`src/rtl/mem_stage_ctrl.sv`:
```
// mem_stage_ctrl: MEM pipeline stage controller.
// Drives the data-memory request from the EX/MEM register and holds it until mem_rdy.
// Stalls upstream while busy and registers load data or the ALU result toward MEM/WB.
// Optional feature macro: MEM_TIMEOUT_EN (bounded ACCESS wait with a sticky mem_err).
module mem_stage_ctrl #(
  parameter int unsigned DW             = 16,
  parameter int unsigned RW             = 4,
  parameter int unsigned TIMEOUT_CYCLES = 255
) (
  input  logic          clk,
  input  logic          rst,
  input  logic          RegWrite_in,
  input  logic          MemWrite_in,
  input  logic          MemRead_in,
  input  logic          mem_to_reg_in,
  input  logic          call_in,
  input  logic          ret_future_in,
  input  logic          HALT_in,
  input  logic [RW-1:0] reg_rd_in,
  input  logic [DW-1:0] alu_result_in,
  input  logic [DW-1:0] save_word_data_in,
  input  logic          mem_rdy,
  input  logic [DW-1:0] mem_rdata,
  output logic [DW-1:0] mem_addr,
  output logic [DW-1:0] mem_wdata,
  output logic          mem_re,
  output logic          mem_we,
  output logic          stall,
  output logic          wb_regwrite,
  output logic [RW-1:0] wb_rd,
  output logic [DW-1:0] wb_data,
  output logic          wb_call,
  output logic          wb_ret,
  output logic          wb_halt,
  output logic          mem_err
);

  localparam int unsigned CW = 8;

  // The timeout counter is 8 bits wide, so the limit must fit in it.
  if (TIMEOUT_CYCLES == 0 || TIMEOUT_CYCLES > 255) begin : g_bad_timeout
    $error("TIMEOUT_CYCLES must be in 1..255");
  end

  typedef enum logic [1:0] {S_IDLE, S_ACCESS, S_DONE} state_t;

  state_t        r_state, w_state_nxt;
  logic          r_mem_re, w_mem_re_nxt;
  logic          r_mem_we, w_mem_we_nxt;
  logic [DW-1:0] r_mem_addr, w_mem_addr_nxt;
  logic [DW-1:0] r_mem_wdata, w_mem_wdata_nxt;
  logic [DW-1:0] r_rdata_q, w_rdata_nxt;
  logic          r_wb_regwrite, w_wb_regwrite_nxt;
  logic [RW-1:0] r_wb_rd, w_wb_rd_nxt;
  logic [DW-1:0] r_wb_data, w_wb_data_nxt;
  logic          r_wb_call, w_wb_call_nxt;
  logic          r_wb_ret, w_wb_ret_nxt;
  logic          r_wb_halt, w_wb_halt_nxt;
  logic          w_memop;
  logic          w_stall;
`ifdef MEM_TIMEOUT_EN
  logic [CW-1:0] r_cnt, w_cnt_nxt, w_cnt_inc;
  logic          r_err, w_err_nxt;
`endif

  assign w_memop = MemRead_in | MemWrite_in;
  // Stall is gated by rst so a reset mid-access releases upstream immediately.
  assign w_stall = ~rst & (((r_state == S_IDLE) & w_memop) | (r_state == S_ACCESS));

  // Next-state, memory request and writeback payload.
  always_comb begin
    w_state_nxt       = r_state;
    w_mem_re_nxt      = r_mem_re;
    w_mem_we_nxt      = r_mem_we;
    w_mem_addr_nxt    = r_mem_addr;
    w_mem_wdata_nxt   = r_mem_wdata;
    w_rdata_nxt       = r_rdata_q;
    w_wb_regwrite_nxt = 1'b0;
    w_wb_rd_nxt       = r_wb_rd;
    w_wb_data_nxt     = r_wb_data;
    w_wb_call_nxt     = 1'b0;
    w_wb_ret_nxt      = 1'b0;
    w_wb_halt_nxt     = 1'b0;
`ifdef MEM_TIMEOUT_EN
    w_cnt_nxt         = r_cnt;
    w_err_nxt         = r_err;
    w_cnt_inc         = r_cnt + CW'(1);
`endif

    case (r_state)
      S_IDLE: begin
        if (w_memop) begin
          w_state_nxt     = S_ACCESS;
          w_mem_addr_nxt  = alu_result_in;
          w_mem_wdata_nxt = save_word_data_in;
          w_mem_we_nxt    = MemWrite_in;
          w_mem_re_nxt    = MemRead_in & ~MemWrite_in;
`ifdef MEM_TIMEOUT_EN
          w_cnt_nxt       = '0;
`endif
        end
      end
      S_ACCESS: begin
        if (mem_rdy) begin
          if (r_mem_re) w_rdata_nxt = mem_rdata;
          w_mem_re_nxt = 1'b0;
          w_mem_we_nxt = 1'b0;
          w_state_nxt  = S_DONE;
        end
`ifdef MEM_TIMEOUT_EN
        else begin
          w_cnt_nxt = w_cnt_inc;
          if (w_cnt_inc == CW'(TIMEOUT_CYCLES)) begin
            w_err_nxt    = 1'b1;
            w_mem_re_nxt = 1'b0;
            w_mem_we_nxt = 1'b0;
            w_rdata_nxt  = '0;
            w_state_nxt  = S_DONE;
          end
        end
`endif
      end
      S_DONE:  w_state_nxt = S_IDLE;
      default: w_state_nxt = S_IDLE;
    endcase

    // A stall inserts a bubble; rd and data simply hold.
    if (!w_stall) begin
      w_wb_regwrite_nxt = RegWrite_in;
      w_wb_rd_nxt       = reg_rd_in;
      w_wb_call_nxt     = call_in;
      w_wb_ret_nxt      = ret_future_in;
      w_wb_halt_nxt     = HALT_in;
      w_wb_data_nxt     = (mem_to_reg_in && (r_state == S_DONE)) ? r_rdata_q : alu_result_in;
    end
  end

  // State and output registers.
  always_ff @(posedge clk or posedge rst) begin
    if (rst) begin
      r_state       <= S_IDLE;
      r_mem_re      <= 1'b0;
      r_mem_we      <= 1'b0;
      r_mem_addr    <= '0;
      r_mem_wdata   <= '0;
      r_rdata_q     <= '0;
      r_wb_regwrite <= 1'b0;
      r_wb_rd       <= '0;
      r_wb_data     <= '0;
      r_wb_call     <= 1'b0;
      r_wb_ret      <= 1'b0;
      r_wb_halt     <= 1'b0;
`ifdef MEM_TIMEOUT_EN
      r_cnt         <= '0;
      r_err         <= 1'b0;
`endif
    end else begin
      r_state       <= w_state_nxt;
      r_mem_re      <= w_mem_re_nxt;
      r_mem_we      <= w_mem_we_nxt;
      r_mem_addr    <= w_mem_addr_nxt;
      r_mem_wdata   <= w_mem_wdata_nxt;
      r_rdata_q     <= w_rdata_nxt;
      r_wb_regwrite <= w_wb_regwrite_nxt;
      r_wb_rd       <= w_wb_rd_nxt;
      r_wb_data     <= w_wb_data_nxt;
      r_wb_call     <= w_wb_call_nxt;
      r_wb_ret      <= w_wb_ret_nxt;
      r_wb_halt     <= w_wb_halt_nxt;
`ifdef MEM_TIMEOUT_EN
      r_cnt         <= w_cnt_nxt;
      r_err         <= w_err_nxt;
`endif
    end
  end

  assign mem_addr    = r_mem_addr;
  assign mem_wdata   = r_mem_wdata;
  assign mem_re      = r_mem_re;
  assign mem_we      = r_mem_we;
  assign stall       = w_stall;
  assign wb_regwrite = r_wb_regwrite;
  assign wb_rd       = r_wb_rd;
  assign wb_data     = r_wb_data;
  assign wb_call     = r_wb_call;
  assign wb_ret      = r_wb_ret;
  assign wb_halt     = r_wb_halt;
`ifdef MEM_TIMEOUT_EN
  assign mem_err     = r_err;
`else
  assign mem_err     = 1'b0;
`endif

endmodule

```
`config.mk`:
```
export PLATFORM = sky130hd
export DESIGN_NAME = mem_stage_ctrl
export DESIGN_NICKNAME = d
export VERILOG_FILES = /design/src/rtl/mem_stage_ctrl.sv
export SDC_FILE = /design/constraint.sdc
export NUM_CORES = 1
export LEC_CHECK = 0
export ABC_AREA = 1
export CELL_PAD_IN_SITES_DETAIL_PLACEMENT = 0
export CELL_PAD_IN_SITES_GLOBAL_PLACEMENT = 2
export CORE_MARGIN = 2
export CORE_UTILIZATION = 22
export CTS_CLUSTER_DIAMETER = 120
export DETAILED_ROUTE_END_ITERATION = 12
export PLACE_DENSITY = 0.85
export SYNTH_ARGS = -nofsm -noshare
export SYNTH_HDL_FRONTEND = slang
export SYNTH_SLANG_ARGS = --single-unit
```
`constraint.sdc`:
```
create_clock -name clk -period 4.1 [get_ports clk]
set_input_delay 1.025 -clock clk [delete_from_list [all_inputs] [get_ports clk]]
set_output_delay 1.025 -clock clk [all_outputs]
set_load 0.01 [all_outputs]
```
### Word level (Yosys, flattened, before mapping)

Cells that the tools add are included.

* bits in registers: 76
* input bits: 62
* word-level logic and storage cells: 43

* equal/unequal tests: 4
* multiplexer cells: 13
* bitwise gates (word level): 7
* reduce and logical (&&, ||, !) cells: 7

Operator list (count)
* two-way mux 16 bit: 1
* two-way mux 1 bit: 7
* AND reduction 3 bit: 2
* two-way mux 2 bit: 2
* != test 2 bit (second input constant): 2
* case mux 1 bit (2 select lines): 2
* case mux 2 bit (2 select lines): 1
* AND reduction 2 bit: 2
* bitwise AND 1 bit: 3
* == test 2 x 1 -> 1 bit (second input constant): 1
* == test 2 bit (second input constant): 1
* logical NOT 2 bit: 1
* inverter 1 bit: 2
* OR 1 bit: 2
* nonzero test 2 bit: 1
* logical AND 1 bit: 1

### Logic depth before layout (Yosys ltp)

* depth after elaboration: 5
* mapped depth: 8
* depth with buffers taken out: 7

### Worst setup path before layout

OpenSTA, ideal clock, no wires.

* path type: in2reg
* start: input port rst
* end: register r_wb_data[1], in the netlist wb_data[1]
* setup time: 78 ps
* arrival: 3858 ps
* data required time: 4022 ps
* slack: 165 ps
* stages on the path: 4
* cell sequence: inv_1 clkbuf_1 nand3_1 nand2_1

* longest elaborated chain between the ends: 2

RTL lines
* from (decl): RTL line 11 `input logic rst,`
* inverter 1 bit: RTL line 68 `assign w_stall = ~rst & (((r_state == S_IDLE) & w_memop) | (r_state == S_ACCESS));`
* bitwise AND 1 bit: RTL line 68
* to (signal assigned): RTL line 166 `r_wb_data <= w_wb_data_nxt;`
* to (decl): RTL line 55 `logic [DW-1:0] r_wb_data, w_wb_data_nxt;`

Every way passes these cells.
A chain may end at the register's enable or synchronous reset.

### Worst setup path in the final report

* start: input port MemWrite_in
* end: output port stall

* longest elaborated chain between the ends: 4

RTL lines
* from (decl): RTL line 13 `input logic MemWrite_in,`
* OR 1 bit: RTL line 66 `assign w_memop = MemRead_in | MemWrite_in;`
* bitwise AND 1 bit: RTL line 68
* OR 1 bit: RTL line 68
* bitwise AND 1 bit: RTL line 68
* to (decl): RTL line 28 `output logic stall,`

Every way passes these cells.

==> out/qor.txt <==
Outcome - finished clean
FP Rows - 44
WL/cell - 14.0 um
Reg-to-Reg End - r_rdata_q[7]
Area of the core - 14,500 um^2
Origin of the worst min-delay path - mem_wdata[0]
Setup bufs post-CTS - 0
Antenna Cells - 0
Clk_skew - 0.00829 ns
RSZ-0062 raised after global routing - false
First-pass GRT wire length - 15,700 um
Vias/cell - 4.20
GPL Wtd Cong - 0.765
Syn Nets - 448
Hold-critical path depth - 2
Final Cycle Share - 0.878
Hold Crit Class - reg2reg
Design area - 4980 um^2
Vias in the first global route - 3,022
Die Ht - 126 um
Highest routed layer - met4
Total congestion overflow - 0
Post-DP HPWL - 7000 um
Critical Path AT - 2.57 ns
Fmax - 0.278 GHz
Final hold violation count - 0
Final min period - 3.60 ns
R2R setup slack - 2.39 ns
Cell Area, Placed - 4640 um^2
Most frequent CP cell - nand2_2
Hold Path End - mem_wdata[0]
Via count - 2,887
Final layout net count - 562
Port Buffer Count - 120
Post-layout util - 0.343
CTS tree - built
CTS max path bufs - 2
Layout cell share with drive strength beyond 1 - 0.0635
Total of max-cap violations - 0
Setup crit start - MemWrite_in
Slew Limit Fails - 0
Mean area per synthesized cell - 8.51 um^2
Mapped cell area - 3280 um^2
Clock transition at path regs - 0.06 ns
Drt initial violations - 99
GRT Total Usage - 0.125
Worst reg2reg path depth - 5
Critical path's largest stage delay - 0.56 ns
Worst-Margin Slew - 0.752 ns
Ys Warns - 0
Metal-1 WL - 4330 um
Fill cells - 1,532
Sink Count - 76
Post-synthesis sequential area ratio - 0.579
Initial Utilization - 0.226
Remaining antenna violation count after routing - 0
Hold_ws - 0.469 ns
CTS Buf Count - 9
H-tree levels - 3
Number of library cell types mapped by synthesis - 19
Peak supply drop - 0.000213 V
CP max-delay cell - clkdlybuf4s50_1
Startpoint types - input pin
CP Data Required Time - 3.07 ns
DRC viols - 0
Cts repair resizes - 0
Pin count of the biggest net entering global routing - 58
Worst Setup End Kind - primary output
Drt pass-1 iters - 4
Die Wd - 126 um
Post-Route WL - 9620 um
Hold Buf Count CTS - 0
Area growth from synthesis to layout - 51.7%
Rel. slew slack - 0.497
Root buffer cell - clkbuf_16
Seq cells post-synth - 76
Worst Path Max Fanout - 5
Clock Latency Late Sink - 0.33 ns
Post-Syn Instances - 386
Met2 WL post-DR - 4750 um
PwrDens - 725 nW/um^2
Final setup viols - 0
I/O pins - 122
WS Path Type - in2out
RR Startpoint - r_state[0]
Wire length on met3 - 404 um
Worst path cell trace - clkdlybuf4s50_1 > inv_1 > nand2_1 > nand2_2 > nand2_2 > nand2_2 > inv_1 > clkdlybuf4s50_1
Pleak - 2.43 nW
Initial antenna violation count - 0
Die Area - 15,900 um^2
Setup TNS - 0 ns
cells in the mapped netlist:
cell        n  area, um^2
buf_1       4        15.0
buf_2      11        55.1
buf_4       4        30.0
buf_6       2        22.5
clkbuf_1    4        15.0
conb_1      1        3.75
dfrtp_1    76        1900
inv_1      26        97.6
inv_2       2        7.51
nand2_1   157         589
nand2_2     3        18.8
nand3_1    54         270
nand3_2     1        10.0
nand3_4     1        17.5
nand4_1    17         106
nor2_1      4        15.0
nor2_4      2        22.5
o21ai_0     1        5.00
o21ai_1    16        80.1
stage by stage:
step	setup slack [ns]	power [W]	instances
after detailed placement	0.482	0.00276	673
after floorplan	1.46	0.00199	386
after CTS	0.485	0.00367	688
final	0.501	0.00361	688
after global placement	0.504	0.00272	673
after global routing	0.358	0.00387	688
worst max-delay path: cells and delay by family:
family                 cells  cell delay, ns
buffers and inverters      4            1.20
AND/OR/NAND/NOR            4            0.34
how the worst max path moves through the flow:
stage | to | slack (ns) | depth (start not counted)
after floorplan | stall | 1.46 | 6
after global placement | stall | 0.50 | 8
after detailed placement | stall | 0.48 | 8
after CTS | stall | 0.48 | 8
after global routing | stall | 0.36 | 8
final | stall | 0.50 | 8
cell families after synthesis:
logic type             synth area share
buffers and inverters            0.0739
and+or+nand+nor                   0.320
other                           0.00114
AOI/OAI and AO/OA                0.0259
DFF                               0.579
final cells by class:
| cell class | instances | area (um^2) | area share |
|---|---|---|---|
| flip-flops and latches | 76 | 1900 | 0.382 |
| repair buffers | 128 | 1260 | 0.253 |
| multi-input cells | 257 | 1140 | 0.229 |
| clock buffers | 11 | 243 | 0.0487 |
| well taps | 184 | 230 | 0.0462 |
| inverters | 28 | 108 | 0.0216 |
| clock inverters | 4 | 97.6 | 0.0196 |
layer usage:
layer  track usage  up-vias
met3        0.0306       11
met1         0.157     1358
met2         0.213       68
li1              -     1450
met5             0        -
met4        0.0368        0
flip-flops by register name, summed over array words and instances (netlist names):
name and flops:
mem_wdata 16, mem_we 1, wb_ret 1, mem_re 1, r_rdata_q 16, mem_addr 16
wb_data 16, wb_regwrite 1, wb_rd 4, r_state 2, wb_halt 1, wb_call 1
layout by cell type, fill, tap and decap left out:
cell	instances
nand2_1	157
clkdlybuf4s50_1	120
dfrtp_1	76
nand3_1	54
inv_1	25
nand4_1	17
o21ai_1	16
clkbuf_16	9
buf_4	8
nor2_1	4
nand2_2	3
bufinv_16	3
nor2_4	2
inv_2	2
inv_4	1
nand3_4	1
o21ai_0	1
nand3_2	1
conb_1	1
clkbuf_1	1
clkinvlp_4	1
clkbuf_8	1
report_power, final:
part           switching, W  total (W)  internal [W]
logic              0.000753    0.00145      0.000697
clock network      0.000293   0.000901      0.000608
registers          0.000181    0.00126       0.00108
Power figures use the tool's default switching activity.
